--- src/rtl/fdiv_seq.sv ---
// rtl/fdiv_seq.sv - multi-cycle IEEE-754 divider (binary32 / binary16) built on a reciprocal unit
//
// Computes out = a / b. The divisor mantissa is normalised and fed to recip_fp.
// The dividend mantissa is then multiplied by the reciprocal mantissa using a
// 1-bit/cycle shift-add multiplier. The product is normalised and packed.
//
// Ports (fdiv_seq):
//   clk, rst_n      clock (rising edge), asynchronous active-low reset
//   in_valid        operands valid
//   in_ready        idle, can accept operands
//   a_bits, b_bits  dividend, divisor (TYPE bits)
//   out_valid       result valid, held until out_ready
//   out_ready       consumer accepts result
//   out_bits        quotient (TYPE bits)
//   except_flags    [0] inexact [1] underflow [2] overflow [3] div-by-zero [4] invalid
//
// Ports (recip_fp), combinational, normal positive inputs only:
//   x_exp, x_frac   biased exponent and fraction of x
//   y_exp, y_frac   biased exponent and fraction of 1/x (fraction truncated)

module recip_fp #(
  parameter int EXP  = 8,
  parameter int FRAC = 23,
  parameter int BIAS = 127
) (
  input  logic [EXP-1:0]  x_exp,
  input  logic [FRAC-1:0] x_frac,
  output logic [EXP-1:0]  y_exp,
  output logic [FRAC-1:0] y_frac
);
  localparam int MW = FRAC + 1;

  logic [2*MW-1:0] num;
  logic [2*MW-1:0] den;

  // For mantissa m in (1,2), 2^(2*FRAC+1)/m lands in (2^FRAC, 2^(FRAC+1)),
  // i.e. a normalised mantissa of 1/m one binade down.
  always_comb begin
    num = (2*MW)'(1) << (2*FRAC + 1);
    den = (2*MW)'({1'b1, x_frac});
    if (x_frac == '0) begin
      y_exp  = EXP'(2*BIAS) - x_exp;
      y_frac = '0;
    end else begin
      y_exp  = EXP'(2*BIAS - 1) - x_exp;
      y_frac = FRAC'(num / den);
    end
  end
endmodule

module fdiv_seq #(
  parameter int TYPE = 32
) (
  input  logic            clk,
  input  logic            rst_n,
  input  logic            in_valid,
  output logic            in_ready,
  input  logic [TYPE-1:0] a_bits,
  input  logic [TYPE-1:0] b_bits,
  output logic            out_valid,
  input  logic            out_ready,
  output logic [TYPE-1:0] out_bits,
  output logic [4:0]      except_flags
);
  localparam int EXP  = (TYPE == 32) ? 8 : 5;
  localparam int FRAC = (TYPE == 32) ? 23 : 10;
  localparam int BIAS = (TYPE == 32) ? 127 : 15;
  localparam int MW   = FRAC + 1;
  localparam int PW   = 2 * MW;
  localparam int CW   = $clog2(MW);
  localparam logic signed [11:0] E_MAX = 12'((1 << EXP) - 1);

  typedef enum logic [2:0] {S_IDLE, S_PREP, S_MUL, S_NORM, S_DONE} state_t;

  state_t state, state_nxt;

  logic [TYPE-1:0]    a_r, b_r;
  logic [MW-1:0]      ma, mr;
  logic [PW-1:0]      acc;
  logic [CW-1:0]      cnt;
  logic signed [11:0] exp_sum;
  logic               sign_r;

  // Leading-zero count over an MW-bit mantissa (MW when all zero).
  function automatic logic [5:0] lzc(input logic [MW-1:0] v);
    lzc = 6'(MW);
    for (int i = 0; i < MW; i++) begin
      if (v[i]) lzc = 6'(MW - 1 - i);
    end
  endfunction

  // Operand decode and normalisation (used in PREP)
  logic            sa, sb, sq;
  logic [EXP-1:0]  ea_f, eb_f;
  logic [FRAC-1:0] fa, fb;
  logic [MW-1:0]   ma_raw, mb_raw, ma_n;
  logic [5:0]      lz_a, lz_b;
  logic [FRAC-1:0] nb_frac;
  logic signed [11:0] exp_a, exp_b, er;
  logic a_zero, b_zero, a_inf, b_inf, a_nan, b_nan;

  assign {sa, ea_f, fa} = a_r;
  assign {sb, eb_f, fb} = b_r;
  assign sq = sa ^ sb;

  assign a_zero = (ea_f == '0) && (fa == '0);
  assign b_zero = (eb_f == '0) && (fb == '0);
  assign a_inf  = (&ea_f) && (fa == '0);
  assign b_inf  = (&eb_f) && (fb == '0);
  assign a_nan  = (&ea_f) && (fa != '0);
  assign b_nan  = (&eb_f) && (fb != '0);

  assign ma_raw  = {|ea_f, fa};
  assign mb_raw  = {|eb_f, fb};
  assign lz_a    = lzc(ma_raw);
  assign lz_b    = lzc(mb_raw);
  assign ma_n    = ma_raw << lz_a;
  assign nb_frac = FRAC'(mb_raw << lz_b);
  assign exp_a   = (ea_f != '0) ? 12'(ea_f) - 12'(BIAS) : 12'(1 - BIAS) - 12'(lz_a);
  assign exp_b   = (eb_f != '0) ? 12'(eb_f) - 12'(BIAS) : 12'(1 - BIAS) - 12'(lz_b);

  // Reciprocal of b's mantissa placed at exponent 0, so it always lands in (0.5,1].
  logic [EXP-1:0]  r_exp;
  logic [FRAC-1:0] r_frac;

  recip_fp #(.EXP(EXP), .FRAC(FRAC), .BIAS(BIAS)) u_recip (
    .x_exp  (EXP'(BIAS)),
    .x_frac (nb_frac),
    .y_exp  (r_exp),
    .y_frac (r_frac)
  );

  assign er = (r_exp == EXP'(BIAS)) ? 12'sd0 : -12'sd1;

  // Special operands, in priority order
  logic            special;
  logic [TYPE-1:0] spec_bits;
  logic [4:0]      spec_flags;
  localparam logic [TYPE-1:0] QNAN = {1'b0, {EXP{1'b1}}, 1'b1, {(FRAC-1){1'b0}}};

  always_comb begin
    special    = 1'b1;
    spec_bits  = '0;
    spec_flags = '0;
    if (a_nan || b_nan || (a_zero && b_zero) || (a_inf && b_inf)) begin
      spec_bits  = QNAN;
      spec_flags = 5'b10000;
    end else if (a_inf) begin
      spec_bits = {sq, {EXP{1'b1}}, {FRAC{1'b0}}};
    end else if (b_inf) begin
      spec_bits = {sq, {(TYPE-1){1'b0}}};
    end else if (b_zero) begin
      spec_bits  = {sq, {EXP{1'b1}}, {FRAC{1'b0}}};
      spec_flags = 5'b01000;
    end else if (a_zero) begin
      spec_bits = {sq, {(TYPE-1){1'b0}}};
    end else begin
      special = 1'b0;
    end
  end

  // Normalise and pack (used in NORM). The product of two [1,2) mantissas,
  // scaled by 2^-(2*FRAC), lies in [1,4); a set MSB means the [2,4) binade.
  logic               p_msb, sticky;
  logic [FRAC-1:0]    q_frac;
  logic signed [11:0] e_res;
  logic [TYPE-1:0]    norm_bits;
  logic [4:0]         norm_flags;

  assign p_msb  = acc[PW-1];
  assign q_frac = p_msb ? acc[PW-2:MW] : acc[PW-3:MW-1];
  assign sticky = p_msb ? |acc[MW-1:0] : |acc[MW-2:0];
  assign e_res  = exp_sum + (p_msb ? 12'sd1 : 12'sd0) + 12'(BIAS);

  always_comb begin
    norm_bits  = {sign_r, e_res[EXP-1:0], q_frac};
    // The reciprocal is truncated, so the quotient is treated as inexact even
    // when no product bits are dropped.
    norm_flags = {4'b0000, sticky | 1'b1};
    if (e_res >= E_MAX) begin
      norm_bits  = {sign_r, {EXP{1'b1}}, {FRAC{1'b0}}};
      norm_flags = 5'b00101;
    end else if (e_res <= 12'sd0) begin
      norm_bits  = {sign_r, {(TYPE-1){1'b0}}};
      norm_flags = 5'b00011;
    end
  end

  // FSM: state register
  always_ff @(posedge clk or negedge rst_n) begin
    if (!rst_n) state <= S_IDLE;
    else        state <= state_nxt;
  end

  // FSM: next state
  always_comb begin
    state_nxt = state;
    case (state)
      S_IDLE: if (in_valid) state_nxt = S_PREP;
      S_PREP: state_nxt = special ? S_DONE : S_MUL;
      S_MUL:  if (cnt == CW'(MW - 1)) state_nxt = S_NORM;
      S_NORM: state_nxt = S_DONE;
      S_DONE: if (out_ready) state_nxt = S_IDLE;
      default: state_nxt = S_IDLE;
    endcase
  end

  // FSM: outputs
  always_comb begin
    in_ready  = 1'b0;
    out_valid = 1'b0;
    case (state)
      S_IDLE: in_ready  = 1'b1;
      S_DONE: out_valid = 1'b1;
      default: ;
    endcase
  end

  // Datapath
  always_ff @(posedge clk or negedge rst_n) begin
    if (!rst_n) begin
      a_r          <= '0;
      b_r          <= '0;
      ma           <= '0;
      mr           <= '0;
      acc          <= '0;
      cnt          <= '0;
      exp_sum      <= '0;
      sign_r       <= 1'b0;
      out_bits     <= '0;
      except_flags <= '0;
    end else begin
      case (state)
        S_IDLE: begin
          if (in_valid) begin
            a_r <= a_bits;
            b_r <= b_bits;
          end
        end
        S_PREP: begin
          sign_r  <= sq;
          ma      <= ma_n;
          mr      <= {1'b1, r_frac};
          exp_sum <= exp_a - exp_b + er;
          acc     <= '0;
          cnt     <= '0;
          if (special) begin
            out_bits     <= spec_bits;
            except_flags <= spec_flags;
          end
        end
        S_MUL: begin
          if (mr[0]) acc <= acc + (PW'(ma) << cnt);
          mr  <= mr >> 1;
          cnt <= cnt + CW'(1);
        end
        S_NORM: begin
          out_bits     <= norm_bits;
          except_flags <= norm_flags;
        end
        default: ;
      endcase
    end
  end
endmodule

--- config.mk ---
export PLATFORM = sky130hd
export DESIGN_NAME = fdiv_seq
export DESIGN_NICKNAME = d
export VERILOG_FILES = /design/src/rtl/fdiv_seq.sv
export SDC_FILE = /design/constraint.sdc
export NUM_CORES = 2
export LEC_CHECK = 0
export ABC_AREA = 1
export CORE_UTILIZATION = 50
export CTS_CLUSTER_SIZE = 10
export DETAILED_ROUTE_END_ITERATION = 10
export PLACE_DENSITY = 0.64
export SYNTH_ARGS = -nofsm -noshare
export SYNTH_HDL_FRONTEND = slang
export SYNTH_SLANG_ARGS = --single-unit
--- constraint.sdc ---
create_clock -name clk -period 153 [get_ports clk]
set_input_delay 38.25 -clock clk [delete_from_list [all_inputs] [get_ports clk]]
set_output_delay 38.25 -clock clk [all_outputs]
set_load 0.005 [all_outputs]
; ---- Word level (Yosys, flattened, before mapping)
; Index checks and enable logic that the tools add are counted.
; Widths: inputs -> output; s select.
[totals]
reg_bits = 218
inputBits = 68
output_inout_bits = 39
word_cells = 158
[classes]
addsub = 10
div_mod_pow = 1
magnitude_cmp = 2
n_eq_ne = 11
shifts = 3
mux = 88
bitwise_logic = 1
reduce_logical = 31
[op_table]
columns = operator, n
row1 = $mux 6, 42
row2 = $mux 32, 6
row3 = $pmux 48 s2, 1
row4 = $logic_not 23->1, 3
row5 = $pmux 32 s2, 1
row6 = $mux 31, 2
row7 = $add 48x48->48, 1
row8 = $div 48x24->48 const A, 1
row9 = $mux 48, 1
row10 = $pmux 24 s2, 1
row11 = $shl 24x5->48, 1
row12 = $mux 23, 2
row13 = $reduce_bool 23->1, 2
row14 = $mux 12, 3
row15 = $mux 4, 9
row16 = $shl 24x6->23, 1
row17 = $shl 24x6->24, 1
row18 = $pmux 5 s2, 2
row19 = $sub 8x7->9 const A, 2
row20 = $sub 8x7->9 const B, 2
row21 = $logic_not 8->1, 2
row22 = $reduce_and 8->1, 2
row23 = $reduce_bool 8->1, 2
row24 = $reduce_or 8->1, 2
row25 = 25 further kinds, 55

; ---- Logic depth before layout (Yosys ltp)
[depth]
word_depth = 30
ltp_mapped = 670
ltp_nobuf = 602

; ---- Hierarchy
; From an unflattened synthesis, not the netlist that was laid out.
[hier_totals]
hier_cells = 10975
area_unflattened_um2 = 63389.5
[by_module_without_submodules]
columns = mod, instances, cells_per_inst, area_each_um2
row1 = recip_fp, 1, 8483, 46712.3
row2 = fdiv_seq, 1, 2492, 16677.2

; ---- Worst setup path after synthesis
; Ideal clock, no wire load.
[synth_timing]
path_kind = register to register
startpoint = register b_r[1]
endpoint = register mr[0]
setup_ns = 0.116
t_arrival_ns = 82.213
required_ns = 152.884
setup_slack_ns = 70.670
path_stages_with_launch = 649
synth_period_minus_slack_ns = 82.330
path_cell_list = dfrtp_1 inv_2 nand2_1 nand2_1 nand2_1 nand2_1 nand2_1 nand2_1 nand2_1 nand2_1 nand2_1 nand2_1 nand2_1 nand2_1 nand2_1 nand2_1 nand2_1 nand2_1 [613 not listed] nand3b_1 nor2_2 nand2_2 buf_6 buf_8 buf_6 nand2_1 o21ai_0 ha_1 a21oi_1 nor2_1 a211oi_1 o221a_2 a21oi_1 nor2_1 nand3_1 nand2_1 nand2_1
[synth_between]
elab_chain_len = 27
[synth_rtl]
columns = item, line_no
row1 = from (decl), 77  ; logic [TYPE-1:0] a_r, b_r;
row2 = from (signal assigned), 237  ; b_r <= b_bits;
row3 = $mux 6 (23 in a row), 88  ; if (v[i]) lzc = 6'(MW - 1 - i);
row4 = $shl 24x6->23 *, 118  ; assign nb_frac = FRAC'(mb_raw << lz_b);
row5 = $div 48x24->48 or $logic_not 23->1 (tied branches), "46, 41"
row6 = $mux 23 *, 41  ; if (x_frac == '0) begin
row7 = $pmux 24 s2 *, 233  ; case (state)
row8 = to (signal assigned), 243  ; mr <= {1'b1, r_frac};
row9 = to (signal assigned), 254  ; mr <= mr >> 1;
row10 = to (decl), 78  ; logic [MW-1:0] ma, mr;
; Every way passes the cells marked *; elsewhere a longest branch is shown, timed or not.
; A chain may end at the register's enable or synchronous reset.

; ---- Final worst setup path
[layout_timing]
startpoint = register b_r[23]
endpoint = register mr[0]
[layout_between]
elab_chain_len = 6
[layout_rtl]
columns = item, line_no
row1 = $reduce_or 8->1 *, 114  ; assign mb_raw = {|eb_f, fb};
row2 = $mux 6, 88
row3 = $shl 24x6->23 *, 118
row4 = $div 48x24->48 or $logic_not 23->1 (tied branches), "46, 41"
row5 = $mux 23 *, 41
row6 = $pmux 24 s2 *, 233
; Marks and branches as above.

==> reports/results.tsv <==
metric	value	unit
reg2reg_to	mr[0]$_DFFE_PN0P_	
htree_levels	1	
vias	67600	
final_cell_area	0.0644	mm²
worstReg2RegStart	b_r[23]$_DFFE_PN0P_	
die_y	353	µm
routed_wl	203000	µm
drtIter0Drc	4958	
grt_usage	31.3	%
vias_per_cell	5.57	
final_cell_mix	2654 x nand2_1, 1392 x inv_1, 1055 x nor2_1	
synthAdderAreaFrac	12.4	%
die_area	0.125	mm²
area_growth	4.52	%
period_share	62.5	%
synthMuxAreaShare	0.625	%
rows	128	
path_class	register to register	
cts_buffer_depth	3	
globalplace.congestion	0.989	
hold_viol_final	0	
arrival	96.19	ns
cts_sinks	218	
cp-startpoint	b_r[23]$_DFFE_PN0P_	
fmax	10.5	MHz
cts_tree	done	
nNetsFinal	11200	
post_cts_resized	0	
crit_cells	565	
clkTransAtPathRegs	0.06	ns
rr_worst_depth	565	
relSlewSlack	26.5	%
synth_compound_area_share	17.6	%
grt_pass1_wl	327000	µm
setup_viol	0	
grt_pass1_vias	63300	
io_buffers	106	
wl_per_cell	16.7	µm
worstMarginPinSlew	1.10	ns
mappedNetlistArea	0.0617	mm²
synthFlopType	dfrtp_1	
final.setup.tns	0	ns
endpoint	mr[0]$_DFFE_PN0P_	
critPathCaptureType	register	
drtPass1Iterations	8	
min_path_type	register to register	
post-cts-setup-buffer-count	0	
r2r_slack	57.33	ns
io_pins	107	
ys_types	86	
gr-total-overflow	0	
ys_seq_area_share	8.85	%
start_kind	register	
run_status	finished, final reports clean	
cp_data_required_time	153.52	ns
cp_num_buf_inv	66	
clk_latency	0.59	ns
cp_max_fo	79	
cp_top_family	compound AO/OA/AOI/OAI gates	
syn_inst	10600	
cts_inserted_buffers	29	
synthArstFlopShare	100	%
drv_slew	0	
postLayoutCoreUtil	52.8	%
die_w	353	µm
ys_ff_latch	218	
yosysWarnings	0	
slowest_delay	0.87	ns
antenna_found_initial	1	
cp_slowest_cell	inv_1	
synth_edf_count	0	
synth_top_family_by_area	simple AND/OR/NAND/NOR gates	
placed_cell_area	0.0635	mm²
skew	0.0250	ns
core	0.122	mm²
syn_avg_cell_area	5.84	µm²
synth_simple_gate_area_share	40.4	%
cap_violations	0	
post-route-min-period	95.67	ns
synthXorXnorAreaFrac	8.12	%
initial_core_util	50.5	%
critPathMostFrequentCell	nand2_1	
ant_nets	0	
drive_gt1_share	8.00	%
cts.hold.buffers_added	0	
grt_setup_unrepaired	false	
n_fill_cell	13100	
layout_commonest_cell	nand2_1	
hpwlAfterDp	162000	µm
grt_max_degree	111	
drc	0	
clockRootBuffer	clkbuf_16	
[cell families after synthesis]
group / count (synthesis)
AOI/OAI and AO/OA: 1936
xor gates and xnor gates: 568
adders and majority gates: 606
buffers and inverters: 1727
DFF: 218
muxes: 38
other: 1
and+or+nand+nor: 5462
[worst reg2reg max path, delay by kind of cell, from the launching register on]
kind | cells | cell delay [ns]
compound gates | 224 | 39.21
flops | 1 | 0.41
simple gates | 248 | 32.19
buf+inv | 66 | 14.40
xor+xnor | 1 | 0.18
fa+ha+maj | 26 | 9.10
[per-stage QoR]
stage | hold slack, ns | setup slack [ns] | cells
finish | 0.468 | 57.33 | 12100
global route | 0.517 | 45.72 | 12100
CTS | 0.471 | 58.16 | 12100
detailed placement | 0.458 | 58.51 | 12100
global placement | 0.460 | 61.11 | 12100
floorplan | 0.453 | 70.67 | 10600
[layer usage]
layer  global-route usage (%)  routed length, µm  vias up
met1                     41.0              91700    30800
met3                     1.56               9100      399
met4                     11.1               7840        0
li1                         -                  -    34600
met5                        0                  0        -
met2                     54.4              94400     1837
[Yosys cell counts (25+ instances only)]
| cell type | n | area share, % |
|---|---|---|
| a21o_1 | 28 | 0.34 |
| a21oi_1 | 728 | 5.9 |
| a31oi_1 | 28 | 0.28 |
| buf_6 | 56 | 1.0 |
| clkbuf_1 | 140 | 0.85 |
| clkbuf_8 | 28 | 0.63 |
| dfrtp_1 | 218 | 8.8 |
| ha_1 | 596 | 12 |
| inv_1 | 1394 | 8.5 |
| inv_2 | 46 | 0.28 |
| mux2i_1 | 34 | 0.55 |
| nand2_1 | 2658 | 16 |
| nand2_2 | 256 | 2.6 |
| nand2_4 | 30 | 0.55 |
| nand3_1 | 677 | 5.5 |
| nand3_2 | 97 | 1.6 |
| nand3b_1 | 48 | 0.58 |
| nand4_1 | 209 | 2.1 |
| nor2_1 | 1059 | 6.4 |
| nor2_2 | 98 | 0.99 |
| nor2_4 | 34 | 0.62 |
| nor3_1 | 114 | 0.93 |
| nor4_1 | 34 | 0.34 |
| o211ai_1 | 50 | 0.61 |
| o21ai_0 | 771 | 6.3 |
| o21ai_1 | 25 | 0.20 |
| o21bai_1 | 88 | 1.1 |
| o221ai_1 | 31 | 0.44 |
| o22ai_1 | 31 | 0.31 |
| o31ai_1 | 43 | 0.52 |
| or2_2 | 98 | 0.99 |
| xnor2_1 | 259 | 3.7 |
| xor2_1 | 306 | 4.3 |
[area by class of cell]
class / instances / area, µm² / area share (%)
inverters: 1468 / 5560 / 8.63
repair buffers: 164 / 1500 / 2.33
diodes: 1 / 2.50 / 0.00388
clock inverters: 8 / 158 / 0.245
flip-flops and latches: 218 / 5460 / 8.47
clock buffers: 39 / 813 / 1.26
well taps: 1625 / 2030 / 3.16
multi-input cells: 8620 / 48900 / 75.9
[sequential cells by signal (all words and copies together) (netlist names), 5 cells and up]
| name | cells |
|---|---|
| ma | 24 |
| acc | 48 |
| exp_sum | 12 |
| cnt | 5 |
| a_r | 32 |
| b_r | 32 |
| out_bits | 32 |
| mr | 24 |
| except_flags | 5 |
[worst min-delay path by stage]
| stage | from | end | slack [ns] | depth (start not counted) |
|---|---|---|---|---|
| floorplan | sign_r$_DFFE_PN0P_ | sign_r$_DFFE_PN0P_ | 0.45 | 2 |
| global placement | except_flags[0]$_DFFE_PN0P_ | except_flags[0]$_DFFE_PN0P_ | 0.46 | 2 |
| detailed placement | except_flags[0]$_DFFE_PN0P_ | except_flags[0]$_DFFE_PN0P_ | 0.46 | 2 |
| CTS | except_flags[0]$_DFFE_PN0P_ | except_flags[0]$_DFFE_PN0P_ | 0.47 | 2 |
| global route | out_bits[1]$_DFFE_PN0P_ | out_bits[1]$_DFFE_PN0P_ | 0.52 | 2 |
| finish | except_flags[0]$_DFFE_PN0P_ | except_flags[0]$_DFFE_PN0P_ | 0.47 | 2 |
Power is left out: the tool's default activity adds up to more than one toggle a clock period on the data nets, which glitch-free logic cannot reach.
